==> src/rtl/mod_pipe_pkg.sv <==
// Shared definitions for the modulation pipeline: sequencer states and segment constants.
package mod_pipe_pkg;

  typedef enum logic {
    IDLE,
    RUN
  } state_e;

  localparam int unsigned SEG_W = 32;

  // Compared against by the datapath's zero check; the sequencer only forwards it.
  localparam logic [SEG_W-1:0] ZERO_CODE = 32'd0;

endpackage

==> src/rtl/mod_valid_delay.sv <==
// Fixed-depth delay line for the {issue, final} tags so they line up with the
// datapath's registered segment result.
module mod_valid_delay #(
  parameter int unsigned Depth = 1
) (
  input  logic clk,
  input  logic reset,
  input  logic issue_i,
  input  logic final_i,
  output logic issue_o,
  output logic final_o,
  output logic any_o
);

  logic [Depth-1:0] issue_q;
  logic [Depth-1:0] final_q;

  // Shift both tags one stage per cycle; reset empties the whole line.
  always_ff @(posedge clk) begin
    if (reset) begin
      issue_q <= '0;
      final_q <= '0;
    end else begin
      issue_q[0] <= issue_i;
      final_q[0] <= final_i;
      for (int i = 1; i < Depth; i++) begin
        issue_q[i] <= issue_q[i-1];
        final_q[i] <= final_q[i-1];
      end
    end
  end

  // Oldest stage drives the outputs; any set issue bit means samples are in flight.
  always_comb begin
    issue_o = issue_q[Depth-1];
    final_o = final_q[Depth-1];
    any_o   = |issue_q;
  end

endmodule

==> src/rtl/mod_segment_sequencer.sv <==
// Serialises handshaked data words LSB-first, SPB samples per bit, drives the
// datapath's bit/index inputs and re-tags its registered result as a sample stream.
module mod_segment_sequencer
  import mod_pipe_pkg::*;
#(
  parameter int unsigned DATA_W   = 8,
  parameter int unsigned SPB      = 4,
  parameter int unsigned IDX_W    = 2,
  parameter int unsigned PIPE_LAT = 1
) (
  input  logic              clk,
  input  logic              reset,
  input  logic [DATA_W-1:0] word_data,
  input  logic              word_valid,
  output logic              word_ready,
  output logic [SEG_W-1:0]  bit_out,
  output logic [SEG_W-1:0]  zero_out,
  output logic [IDX_W-1:0]  sample_idx,
  input  logic [SEG_W-1:0]  seg_in,
  output logic [SEG_W-1:0]  out_data,
  output logic              out_valid,
  output logic              out_last,
  output logic              busy
);

  localparam int unsigned BIT_W = (DATA_W > 1) ? $clog2(DATA_W) : 1;

  state_e             state_q;
  logic [DATA_W-1:0]  word_q;
  logic [BIT_W-1:0]   bit_cnt_q;
  logic [IDX_W-1:0]   samp_cnt_q;

  logic               issue;
  logic               samp_wrap;
  logic               final_cyc;
  logic               cur_bit;
  logic [DATA_W-1:0]  word_shift;
  logic               dly_issue;
  logic               dly_final;
  logic               dly_any;

  // Decode the current sample position from the counters.
  always_comb begin
    issue      = (state_q == RUN);
    samp_wrap  = (samp_cnt_q == IDX_W'(SPB - 1));
    final_cyc  = issue && samp_wrap && (bit_cnt_q == BIT_W'(DATA_W - 1));
    // Shift rather than index so a 1-bit word never sees an oversized select.
    word_shift = word_q >> bit_cnt_q;
    cur_bit    = word_shift[0];
  end

  // FSM plus bit/sample counters; a word arriving on the final sample reloads gap-free.
  always_ff @(posedge clk) begin
    if (reset) begin
      state_q    <= IDLE;
      word_q     <= '0;
      bit_cnt_q  <= '0;
      samp_cnt_q <= '0;
    end else begin
      case (state_q)
        IDLE: begin
          if (word_valid) begin
            word_q     <= word_data;
            bit_cnt_q  <= '0;
            samp_cnt_q <= '0;
            state_q    <= RUN;
          end
        end
        RUN: begin
          if (final_cyc) begin
            bit_cnt_q  <= '0;
            samp_cnt_q <= '0;
            if (word_valid) begin
              word_q <= word_data;
            end else begin
              state_q <= IDLE;
            end
          end else if (samp_wrap) begin
            samp_cnt_q <= '0;
            bit_cnt_q  <= bit_cnt_q + BIT_W'(1);
          end else begin
            samp_cnt_q <= samp_cnt_q + IDX_W'(1);
          end
        end
        default: state_q <= IDLE;
      endcase
    end
  end

  mod_valid_delay #(
    .Depth (PIPE_LAT)
  ) u_valid_delay (
    .clk     (clk),
    .reset   (reset),
    .issue_i (issue),
    .final_i (final_cyc),
    .issue_o (dly_issue),
    .final_o (dly_final),
    .any_o   (dly_any)
  );

  // Datapath drive and realigned output stream.
  always_comb begin
    word_ready = (state_q == IDLE) || final_cyc;
    bit_out    = issue ? {{(SEG_W-1){1'b0}}, cur_bit} : ZERO_CODE;
    sample_idx = issue ? samp_cnt_q : '0;
    zero_out   = ZERO_CODE;
    out_data   = seg_in;
    out_valid  = dly_issue;
    out_last   = dly_final && dly_issue;
    busy       = issue || dly_any;
  end

endmodule

==> config.mk <==
export PLATFORM = sky130hd
export DESIGN_NAME = mod_segment_sequencer
export DESIGN_NICKNAME = d
export VERILOG_FILES = /design/src/rtl/mod_pipe_pkg.sv /design/src/rtl/mod_valid_delay.sv /design/src/rtl/mod_segment_sequencer.sv
export SDC_FILE = /design/constraint.sdc
export NUM_CORES = 1
export LEC_CHECK = 0
export CORE_MARGIN = 8
export CORE_UTILIZATION = 32
export DETAILED_ROUTE_END_ITERATION = 8
export PLACE_DENSITY = 0.9
export SKIP_CTS_REPAIR_TIMING = 1
export SLEW_MARGIN = 20
export SYNTH_ARGS = -nofsm -noshare
export SYNTH_HDL_FRONTEND = slang
export SYNTH_HIERARCHICAL = 1
export SYNTH_SLANG_ARGS = --single-unit
==> constraint.sdc <==
create_clock -name clk -period 4.7 [get_ports clk]
set_clock_uncertainty 0.1 [all_clocks]
set_input_delay 0.705 -clock clk [delete_from_list [all_inputs] [get_ports clk]]
set_output_delay 0.705 -clock clk [all_outputs]
set_load 0.05 [all_outputs]
-- Word-level counts from Yosys, hierarchy flattened
Index checks and enable logic that the tools add are counted.
- input port bits: 43
- output and inout bits: 102
- register bits: 16
- eq/ne operators: 5
- shift operators: 1
- $add $sub $neg: 2
- reduce and logical (&&, ||, !) cells: 6
- bitwise gates (word level): 1
- muxes and demuxes: 16
- operators by type and width (cell ; number):
    $mux W8 ; 2
    $pmux W8 S2 ; 1
    $mux W3 ; 3
    $mux W2 ; 4
    $shr A8 B3 Y1 ; 1
    $pmux W3 S2 ; 1
    $pmux W2 S2 ; 1
    $add A3 B1 Y3 const B ; 1
    $eq A3 B3 Y1 const B ; 1
    $logic_and A1 B1 Y1 ; 3
    $mux W1 ; 3
    $ne A3 B1 Y1 const B ; 1
    $add A2 B1 Y2 const B ; 1
    $eq A2 B2 Y1 const B ; 1
    $logic_or A1 B1 Y1 ; 2
    $ne A2 B1 Y1 const B ; 1
    $ne A2 B2 Y1 const B ; 1
    $pmux W1 S2 ; 1
    $reduce_and A2 Y1 ; 1
    $not A1 Y1 ; 1

-- Depth between registers and ports, before layout
Gate-level depths: netlist (run 1).
- depth in word-level cells: 5
- mapped depth: 6

-- Modules after synthesis
The synthesis (run 1) kept the hierarchy.
- by module, submodules not included (module ; seq. area each (µm²) ; area an instance (µm²) ; cells each ; times used):
    mod_segment_sequencer ; 280.3 ; 1385.1 ; 171 ; 1
    mod_valid_delay ; 40.0 ; 60.1 ; 5 ; 1

-- Least setup slack after synthesis (run 1)
No wires, ideal clock.
- kind: register to output
- from: register bit_cnt_q[0]
- to: output port bit_out[0]
- arrival: 1928 ps
- buffers on the path: 0
- slack: 1967 ps
- stages on the path, launching flop included: 4
- path through: dfxtp_1 mux4_1 nor2_1 a311oi_1
- word-level cells in the longest chain between the ends: 2
- RTL lines (item ; RTL line ; source):
    from (decl) ; mod_segment_sequencer.sv:30 ; logic [BIT_W-1:0] bit_cnt_q;
    from (signal assigned) ; mod_segment_sequencer.sv:80 ; bit_cnt_q <= bit_cnt_q + BIT_W'(1);
    $shr A8 B3 Y1 ; mod_segment_sequencer.sv:48 ; word_shift = word_q >> bit_cnt_q;
    $mux W1 ; mod_segment_sequencer.sv:105 ; bit_out = issue ? {{(SEG_W-1){1'b0}}, cur_bit} : ZERO_CODE;
    to (decl) ; mod_segment_sequencer.sv:16 ; output logic [SEG_W-1:0] bit_out,
No other way between the ends.

-- Worst setup path after layout (run 1)
- from: register bit_cnt_q[0]
- to: output port word_ready
- word-level cells in the longest chain between the ends: 3
- RTL lines (item ; RTL line ; source):
    $eq A3 B3 Y1 ; mod_segment_sequencer.sv:46 ; final_cyc = issue && samp_wrap && (bit_cnt_q == BIT_W'(DATA_W - 1));
    $logic_and A1 B1 Y1 ; mod_segment_sequencer.sv:46 ;
    $logic_or A1 B1 Y1 ; mod_segment_sequencer.sv:104 ; word_ready = (state_q == IDLE) || final_cyc;
    to (decl) ; mod_segment_sequencer.sv:15 ; output logic word_ready,
No other way between the ends.

==> metrics.txt, run 1 <==
# TYPE chip_impl_metric gauge
chip_impl_info{name="outcome",value="finished clean"} 1
chip_impl_metric{name="timing.final.setup_violations",unit=""} 0
chip_impl_info{name="critical_path_class",value="flip-flop to primary output"} 1
chip_impl_metric{name="drv.max_cap_violation_count",unit=""} 0
chip_impl_info{name="layout.cells.most_common_list",value="sky130_fd_sc_hd__conb_1, sky130_fd_sc_hd__clkdlybuf4s50_1, sky130_fd_sc_hd__dfxtp_1"} 1
chip_impl_metric{name="globalplace.congestion",unit=""} 0.8284
chip_impl_metric{name="number_of_pins_with_negative_max_slew_slack_in_the_final_report",unit=""} 0
chip_impl_metric{name="transition_at_the_pin_with_the_smallest_max_transition_slack",unit="ps"} 541.0
chip_impl_metric{name="drive_above_1_share",unit="%"} 5.000
chip_impl_metric{name="antenna_found_initial",unit=""} 0
chip_impl_metric{name="synthesized_area",unit="mm²"} 0.001445
chip_impl_metric{name="route.final.wire_length",unit="µm"} 2423
chip_impl_info{name="synth_area_leaders",value="sky130_fd_sc_hd__buf_4, sky130_fd_sc_hd__dfxtp_1, sky130_fd_sc_hd__a21oi_1, sky130_fd_sc_hd__nand3_1, sky130_fd_sc_hd__o21ai_0"} 1
chip_impl_metric{name="grt_pass1_wl",unit="µm"} 4022
chip_impl_info{name="clock-root-buffer",value="sky130_fd_sc_hd__clkbuf_8"} 1
chip_impl_metric{name="io_pins",unit=""} 145
chip_impl_metric{name="detailroute.via_count",unit=""} 804
chip_impl_metric{name="postSynthRegisterBits",unit=""} 16
chip_impl_metric{name="report.power.total",unit="µW"} 421.1
chip_impl_metric{name="grt_max_degree",unit=""} 17
chip_impl_metric{name="hpwlAfterDp",unit="µm"} 2047
chip_impl_info{name="r2r-start",value="bit_cnt_q[0]"} 1
chip_impl_metric{name="irDropWorstVdd",unit="µV"} 95.28
chip_impl_metric{name="yosysWarnings",unit=""} 6
chip_impl_metric{name="die_w",unit="µm"} 83.20
chip_impl_metric{name="port-buffer-count",unit=""} 17
chip_impl_metric{name="synth-seq-area-share",unit="%"} 22.16
chip_impl_metric{name="synthesis.instances",unit=""} 176
chip_impl_metric{name="insertedDiodeCount",unit=""} 0
chip_impl_metric{name="htreeDepth",unit=""} 1
chip_impl_metric{name="clock_latency",unit="ps"} 260
chip_impl_info{name="tritoncts",value="yes"} 1
chip_impl_metric{name="dr.first_iter.drc_count",unit=""} 18
chip_impl_metric{name="detail_route.first_pass.iterations",unit=""} 3
chip_impl_metric{name="min_period_over_period",unit="%"} 65.82
chip_impl_info{name="synth_largest_area_cell",value="sky130_fd_sc_hd__buf_4"} 1
chip_impl_metric{name="numClockSinks",unit=""} 16
chip_impl_metric{name="floorplan.initialDensity",unit="%"} 33.19
chip_impl_metric{name="setup-tns-final",unit="ps"} 0
chip_impl_metric{name="detail_route.vias_per_cell",unit=""} 3.792
chip_impl_metric{name="grt_pass1_vias",unit=""} 863
chip_impl_metric{name="sum_of_overflow_across_all_layers_after_global_routing",unit=""} 0
chip_impl_metric{name="detail-route-antenna-nets",unit=""} 0
chip_impl_metric{name="die_height",unit="µm"} 83.20
chip_impl_info{name="rsz0062_at_grt",value="no"} 1
chip_impl_metric{name="required_time_reported_for_the_critical_path_endpoint",unit="ps"} 3890
chip_impl_metric{name="crit_fanout",unit=""} 10
chip_impl_metric{name="critPathArrivalTime",unit="ps"} 2290
chip_impl_metric{name="cts-root-to-sink-buffers",unit=""} 2
chip_impl_info{name="startpoint",value="bit_cnt_q[0]"} 1
chip_impl_metric{name="cts_buf_count",unit=""} 3
chip_impl_metric{name="design.die.area",unit="mm²"} 0.006922
chip_impl_metric{name="track_usage",unit="%"} 6.845
chip_impl_metric{name="cts.clk_slew.worst_paths",unit="ps"} 60
chip_impl_metric{name="wl_per_cell",unit="µm"} 11.43
chip_impl_info{name="final_common_cell",value="sky130_fd_sc_hd__conb_1"} 1
chip_impl_metric{name="relSlewSlack",unit="%"} 63.82
chip_impl_metric{name="power.density_cell_area",unit="mW/mm²"} 341.0
chip_impl_info{name="worst_hold_startpoint",value="word_q[1]"} 1
chip_impl_metric{name="synth.avg_cell_area",unit="µm²"} 8.211
chip_impl_metric{name="areaGrowthSynthToFinish",unit="%"} -14.55
chip_impl_metric{name="total_leakage_power",unit="nW"} 0.5796
chip_impl_metric{name="hold_violations",unit=""} 0
chip_impl_metric{name="drc",unit=""} 0
chip_impl_info{name="critical_path_source_type",value="flip-flop"} 1
chip_impl_info{name="kind_of_capture_point_of_the_worst_setup_path",value="primary output"} 1
chip_impl_info{name="hold_class",value="flip-flop to flip-flop"} 1
chip_impl_metric{name="finish.net_count",unit=""} 207
chip_impl_metric{name="finalWorstPathRequiredPeriod",unit="ps"} 3093
chip_impl_metric{name="core_area",unit="mm²"} 0.004354
chip_impl_metric{name="netlist.area_leader.share",unit="%"} 49.87
chip_impl_metric{name="max_freq",unit="MHz"} 323.3
chip_impl_metric{name="yosys.cell_types.count",unit=""} 25
chip_impl_metric{name="cell_rows",unit=""} 24
-- worst paths after layout --
path,to,slack [ps],cells after the start
setup / recovery,word_ready,1610,5
hold / removal,word_q[1],380,2
hold reg to reg,word_q[1],380,2
setup reg to reg,word_q[4],2980,6
-- critical path, stage by stage (launching register included) --
cell and delay [ps]:
sky130_fd_sc_hd__dfxtp_1 370, sky130_fd_sc_hd__ha_1 240, sky130_fd_sc_hd__ha_1 220, sky130_fd_sc_hd__a21boi_2 310
sky130_fd_sc_hd__inv_2 160, sky130_fd_sc_hd__clkdlybuf4s50_1 730
-- layer usage --
metal,part of all wire [%],track usage [%]
met5,0,0
met2,45,10.75
met3,13,4.297
met4,2.1,4.313
met1,40,6.606
-- synthesized netlist by cell type (all sizes together) --
cell type,count
ha,3
o31ai,1
mux2,1
a22oi,2
a21oi,11
a311oi,1
mux4,1
dfxtp,16
buf,97
and3,1
and3b,1
inv,3
or2,1
clkbuf,2
conb,1
nand3,8
a21boi,1
and2,3
mux2i,3
nor2,7
o21ai,8
nor2b,2
nor3b,2
-- area by class of cell --
class	instances	area, µm²
Inverter	3	11.26
Tap cell	52	65.06
Clock buffer	4	55.05
Fill cell	481	3119
Sequential cell	16	320.3
Timing Repair Buffer	17	170.2
Multi-Input combinational cell	120	613.1
-- report_power, final --
part / internal, mW / total (mW) / switching, mW
clock: 0.0745 / 0.122 / 0.0475
combinational: 0.0190 / 0.153 / 0.134
sequential: 0.141 / 0.146 / 0.00455
total: 0.235 / 0.421 / 0.186
-- state kept, by name, indices dropped and copies added, names as in the netlist --
name                   cells
word_q                     8
issue                      1
u_valid_delay/final_o      1
bit_cnt_q                  3
u_valid_delay/any_o        1
samp_cnt_q                 2
-- through the flow --
| step | setup slack (ps) | std cells | cell area [µm²] | hold slack, ps | utilization (%) |
|---|---|---|---|---|---|
| after floorplan | 1967 | 238 | 1678 | 342.4 | - |
| after global placement | 1970 | 208 | 1180 | 372.9 | 27.10 |
| after detailed placement | 1906 | 208 | 1180 | 364.9 | 27.10 |
| after CTS | 1613 | 212 | 1235 | 375.9 | 28.36 |
| after global routing | 1450 | 212 | 1235 | 396.6 | 28.36 |
| final | 1607 | 212 | 1235 | 378.2 | 28.36 |
-- logic make-up (layout without fill, tap and decap cells) --
logic type,Yosys count,count (layout),synth area share (%)
adder cells (fa/ha/maj),3,3,2.598
buffers and inverters,102,24,51.51
flip-flops,16,16,22.16
multiplexers,5,5,4.676
other,1,63,0.2595
AND/OR/NAND/NOR,25,25,9.265
AO/OA/AOI/OAI,24,24,9.524
(Power assumes the default switching activity.)
==> inputs of run 2 (changes only) <==
--- a/config.mk
+++ b/config.mk
@@ -6,9 +6,9 @@
 export NUM_CORES = 1
 export LEC_CHECK = 0
 export CORE_MARGIN = 8
-export CORE_UTILIZATION = 32
+export CORE_UTILIZATION = 30
 export DETAILED_ROUTE_END_ITERATION = 8
-export PLACE_DENSITY = 0.9
+export PLACE_DENSITY = 0.85
 export SKIP_CTS_REPAIR_TIMING = 1
 export SLEW_MARGIN = 20
 export SYNTH_ARGS = -nofsm -noshare
==> constraint.sdc (replaced) <==
create_clock -name clk -period 3.1 [get_ports clk]
set_clock_uncertainty 0.1 [all_clocks]
set_input_delay 0.465 -clock clk [delete_from_list [all_inputs] [get_ports clk]]
set_output_delay 0.465 -clock clk [all_outputs]
set_load 0.05 [all_outputs]
==> run 2 against run 1 <==
Net effect:
- power up 43%
- utilization down 2.3 points
- final cell count up 0.47%
- design area down 0.91%
- clock power up 21%
- critical path depth unchanged
- sequential share of layout area up 0.24 points
- routed wire length up 3.4%
- sequential power up 52%
- die area up 5.4%
- register-to-register slack worse by 1600 ps
- sequential cell count unchanged
- critical endpoint unchanged
- highest routed layer unchanged
==> metrics.txt, run 2 (synthesis gave the netlist of run 1 again) <==
# TYPE chip_impl_metric gauge
chip_impl_metric{name="numClockSinks",unit=""} 16
chip_impl_metric{name="drv.max_cap_violation_count",unit=""} 0
chip_impl_metric{name="hpwlAfterDp",unit="µm"} 2122
chip_impl_metric{name="drive_above_1_share",unit="%"} 4.403
chip_impl_info{name="hold_class",value="flip-flop to flip-flop"} 1
chip_impl_info{name="timing.rr.end",value="word_q[1]"} 1
chip_impl_metric{name="core_area",unit="mm²"} 0.004692
chip_impl_metric{name="fillers",unit=""} 522
chip_impl_metric{name="finalWorstPathRequiredPeriod",unit="ps"} 2846
chip_impl_info{name="regMostFlops",value="word_q"} 1
chip_impl_info{name="final_common_cell",value="sky130_fd_sc_hd__conb_1"} 1
chip_impl_metric{name="max_freq",unit="MHz"} 351.3
chip_impl_metric{name="port-buffer-count",unit=""} 17
chip_impl_metric{name="number_of_pins_with_negative_max_slew_slack_in_the_final_report",unit=""} 0
chip_impl_metric{name="min_period_over_period",unit="%"} 91.82
chip_impl_metric{name="grt_pass1_wl",unit="µm"} 3905
chip_impl_metric{name="cts.clk_slew.worst_paths",unit="ps"} 60
chip_impl_metric{name="floorplan.initialDensity",unit="%"} 30.80
chip_impl_metric{name="detailroute.via_count",unit=""} 812
chip_impl_info{name="tritoncts",value="yes"} 1
chip_impl_metric{name="largest_register_ffs",unit=""} 8
chip_impl_metric{name="irDropWorstVdd",unit="µV"} 243.1
chip_impl_info{name="r2r-start",value="bit_cnt_q[0]"} 1
chip_impl_metric{name="detail_route.vias_per_cell",unit=""} 3.812
chip_impl_info{name="startpoint",value="bit_cnt_q[0]"} 1
chip_impl_metric{name="power.density_cell_area",unit="mW/mm²"} 491.9
chip_impl_metric{name="route.final.wire_length",unit="µm"} 2505
chip_impl_info{name="layout.cells.most_common_list",value="sky130_fd_sc_hd__conb_1, sky130_fd_sc_hd__clkdlybuf4s50_1, sky130_fd_sc_hd__dfxtp_1"} 1
chip_impl_metric{name="worst_r2r_path_depth",unit=""} 6
chip_impl_info{name="layout_top_registers",value="word_q: 8 flops, bit_cnt_q: 3 flops, samp_cnt_q: 2 flops"} 1
chip_impl_metric{name="total_leakage_power",unit="nW"} 0.5724
chip_impl_metric{name="antenna_found_initial",unit=""} 0
chip_impl_metric{name="wl_per_cell",unit="µm"} 11.76
chip_impl_metric{name="track_usage",unit="%"} 6.680
chip_impl_info{name="critical_path_class",value="flip-flop to primary output"} 1
chip_impl_metric{name="die_w",unit="µm"} 85.41
chip_impl_metric{name="relSlewSlack",unit="%"} 64.09
chip_impl_metric{name="sum_of_overflow_across_all_layers_after_global_routing",unit=""} 0
chip_impl_metric{name="cts-root-to-sink-buffers",unit=""} 2
chip_impl_info{name="rsz0062_at_grt",value="no"} 1
chip_impl_metric{name="finish.net_count",unit=""} 207
chip_impl_metric{name="critPathArrivalTime",unit="ps"} 2280
chip_impl_info{name="critical_path_source_type",value="flip-flop"} 1
chip_impl_info{name="critical_path_sink",value="word_ready"} 1
chip_impl_metric{name="timing.final.setup_violations",unit=""} 0
chip_impl_metric{name="seqCellArea",unit="µm²"} 320.3
chip_impl_metric{name="setup-tns-final",unit="ps"} 0
chip_impl_metric{name="areaGrowthSynthToFinish",unit="%"} -15.32
chip_impl_info{name="clock-root-buffer",value="sky130_fd_sc_hd__clkbuf_8"} 1
chip_impl_metric{name="insertedDiodeCount",unit=""} 0
chip_impl_metric{name="transition_at_the_pin_with_the_smallest_max_transition_slack",unit="ps"} 537.0
chip_impl_metric{name="cell_rows",unit=""} 25
chip_impl_metric{name="io_pins",unit=""} 145
chip_impl_info{name="kind_of_capture_point_of_the_worst_setup_path",value="primary output"} 1
chip_impl_metric{name="grt_max_degree",unit=""} 17
chip_impl_metric{name="globalplace.congestion",unit=""} 0.7535
chip_impl_metric{name="dr.first_iter.drc_count",unit=""} 25
chip_impl_metric{name="r2r_slack",unit="ps"} 1370
chip_impl_metric{name="required_time_reported_for_the_critical_path_endpoint",unit="ps"} 2530
chip_impl_info{name="outcome",value="finished clean"} 1
chip_impl_metric{name="die_height",unit="µm"} 85.41
chip_impl_metric{name="cts_buf_count",unit=""} 3
chip_impl_metric{name="clock_latency",unit="ps"} 240
chip_impl_metric{name="report.power.total",unit="µW"} 601.9
chip_impl_metric{name="crit_fanout",unit=""} 10
chip_impl_metric{name="drc",unit=""} 0
chip_impl_metric{name="grt_pass1_vias",unit=""} 833
chip_impl_metric{name="design.die.area",unit="mm²"} 0.007294
chip_impl_metric{name="htreeDepth",unit=""} 1
chip_impl_metric{name="detail-route-antenna-nets",unit=""} 0
chip_impl_metric{name="detail_route.first_pass.iterations",unit=""} 4
chip_impl_metric{name="multi_input_comb_area",unit="µm²"} 613.1
chip_impl_metric{name="hold_violations",unit=""} 0
## run 2: cell types whose count changed in the layout (fill, tap and decap cells not counted)
cell	change
sky130_fd_sc_hd__clkbuf_8	-1
## run 2: how the worst min path moves through the flow
| stage | startpoint | to | slack (ps) | cells after the start |
|---|---|---|---|---|
| floorplan | word_q[3] | word_q[3] | 340 | 2 |
| global placement | word_q[4] | word_q[4] | 370 | 2 |
| detailed placement | word_q[6] | word_q[6] | 370 | 2 |
| CTS | word_q[6] | word_q[6] | 380 | 2 |
| global route | word_q[6] | word_q[6] | 400 | 2 |
| finish | word_q[6] | word_q[6] | 380 | 2 |
## run 2: metal layers
layer  track usage [%]  up-vias  part of all wire (%)
met1             7.056      351                    41
met3             4.054       12                    13
met5                 0        -                     0
met2             10.58       67                    44
li1                  -      382                     -
met4             2.548        0                   1.6
## run 2: critical path: stages (launching register included)
cell,delay [ps]
sky130_fd_sc_hd__dfxtp_1,370
sky130_fd_sc_hd__ha_1,240
sky130_fd_sc_hd__ha_1,230
sky130_fd_sc_hd__a21boi_2,310
sky130_fd_sc_hd__inv_2,150
sky130_fd_sc_hd__clkdlybuf4s50_1,730
## run 2: area by class of cell
class	instances	share of cell area [%]
Clock buffer	3	3.374
Timing Repair Buffer	17	13.91
Sequential cell	16	26.18
Inverter	3	0.9202
Multi-Input combinational cell	120	50.10
Tap cell	54	5.521
## run 2: report_power, final
part           internal, mW  switching [mW]  leakage (nW)
Combinational        0.0288           0.203         0.420
Sequential            0.215         0.00697         0.131
Clock                0.0860          0.0624        0.0216
## run 2: through the flow
stage | setup WS, ps | instance area, µm² | hold slack [ps] | instances | util (%)
final | 253.7 | 1224 | 378.8 | 213 | 26.08
after global routing | 135.3 | 1224 | 395.3 | 213 | 26.08
after CTS | 240.1 | 1224 | 381.5 | 213 | 26.08
after detailed placement | 516.6 | 1182 | 373.6 | 210 | 25.20
after global placement | 600.6 | 1182 | 368.2 | 210 | 25.20
after floorplan | 606.7 | 1678 | 342.4 | 238 | -
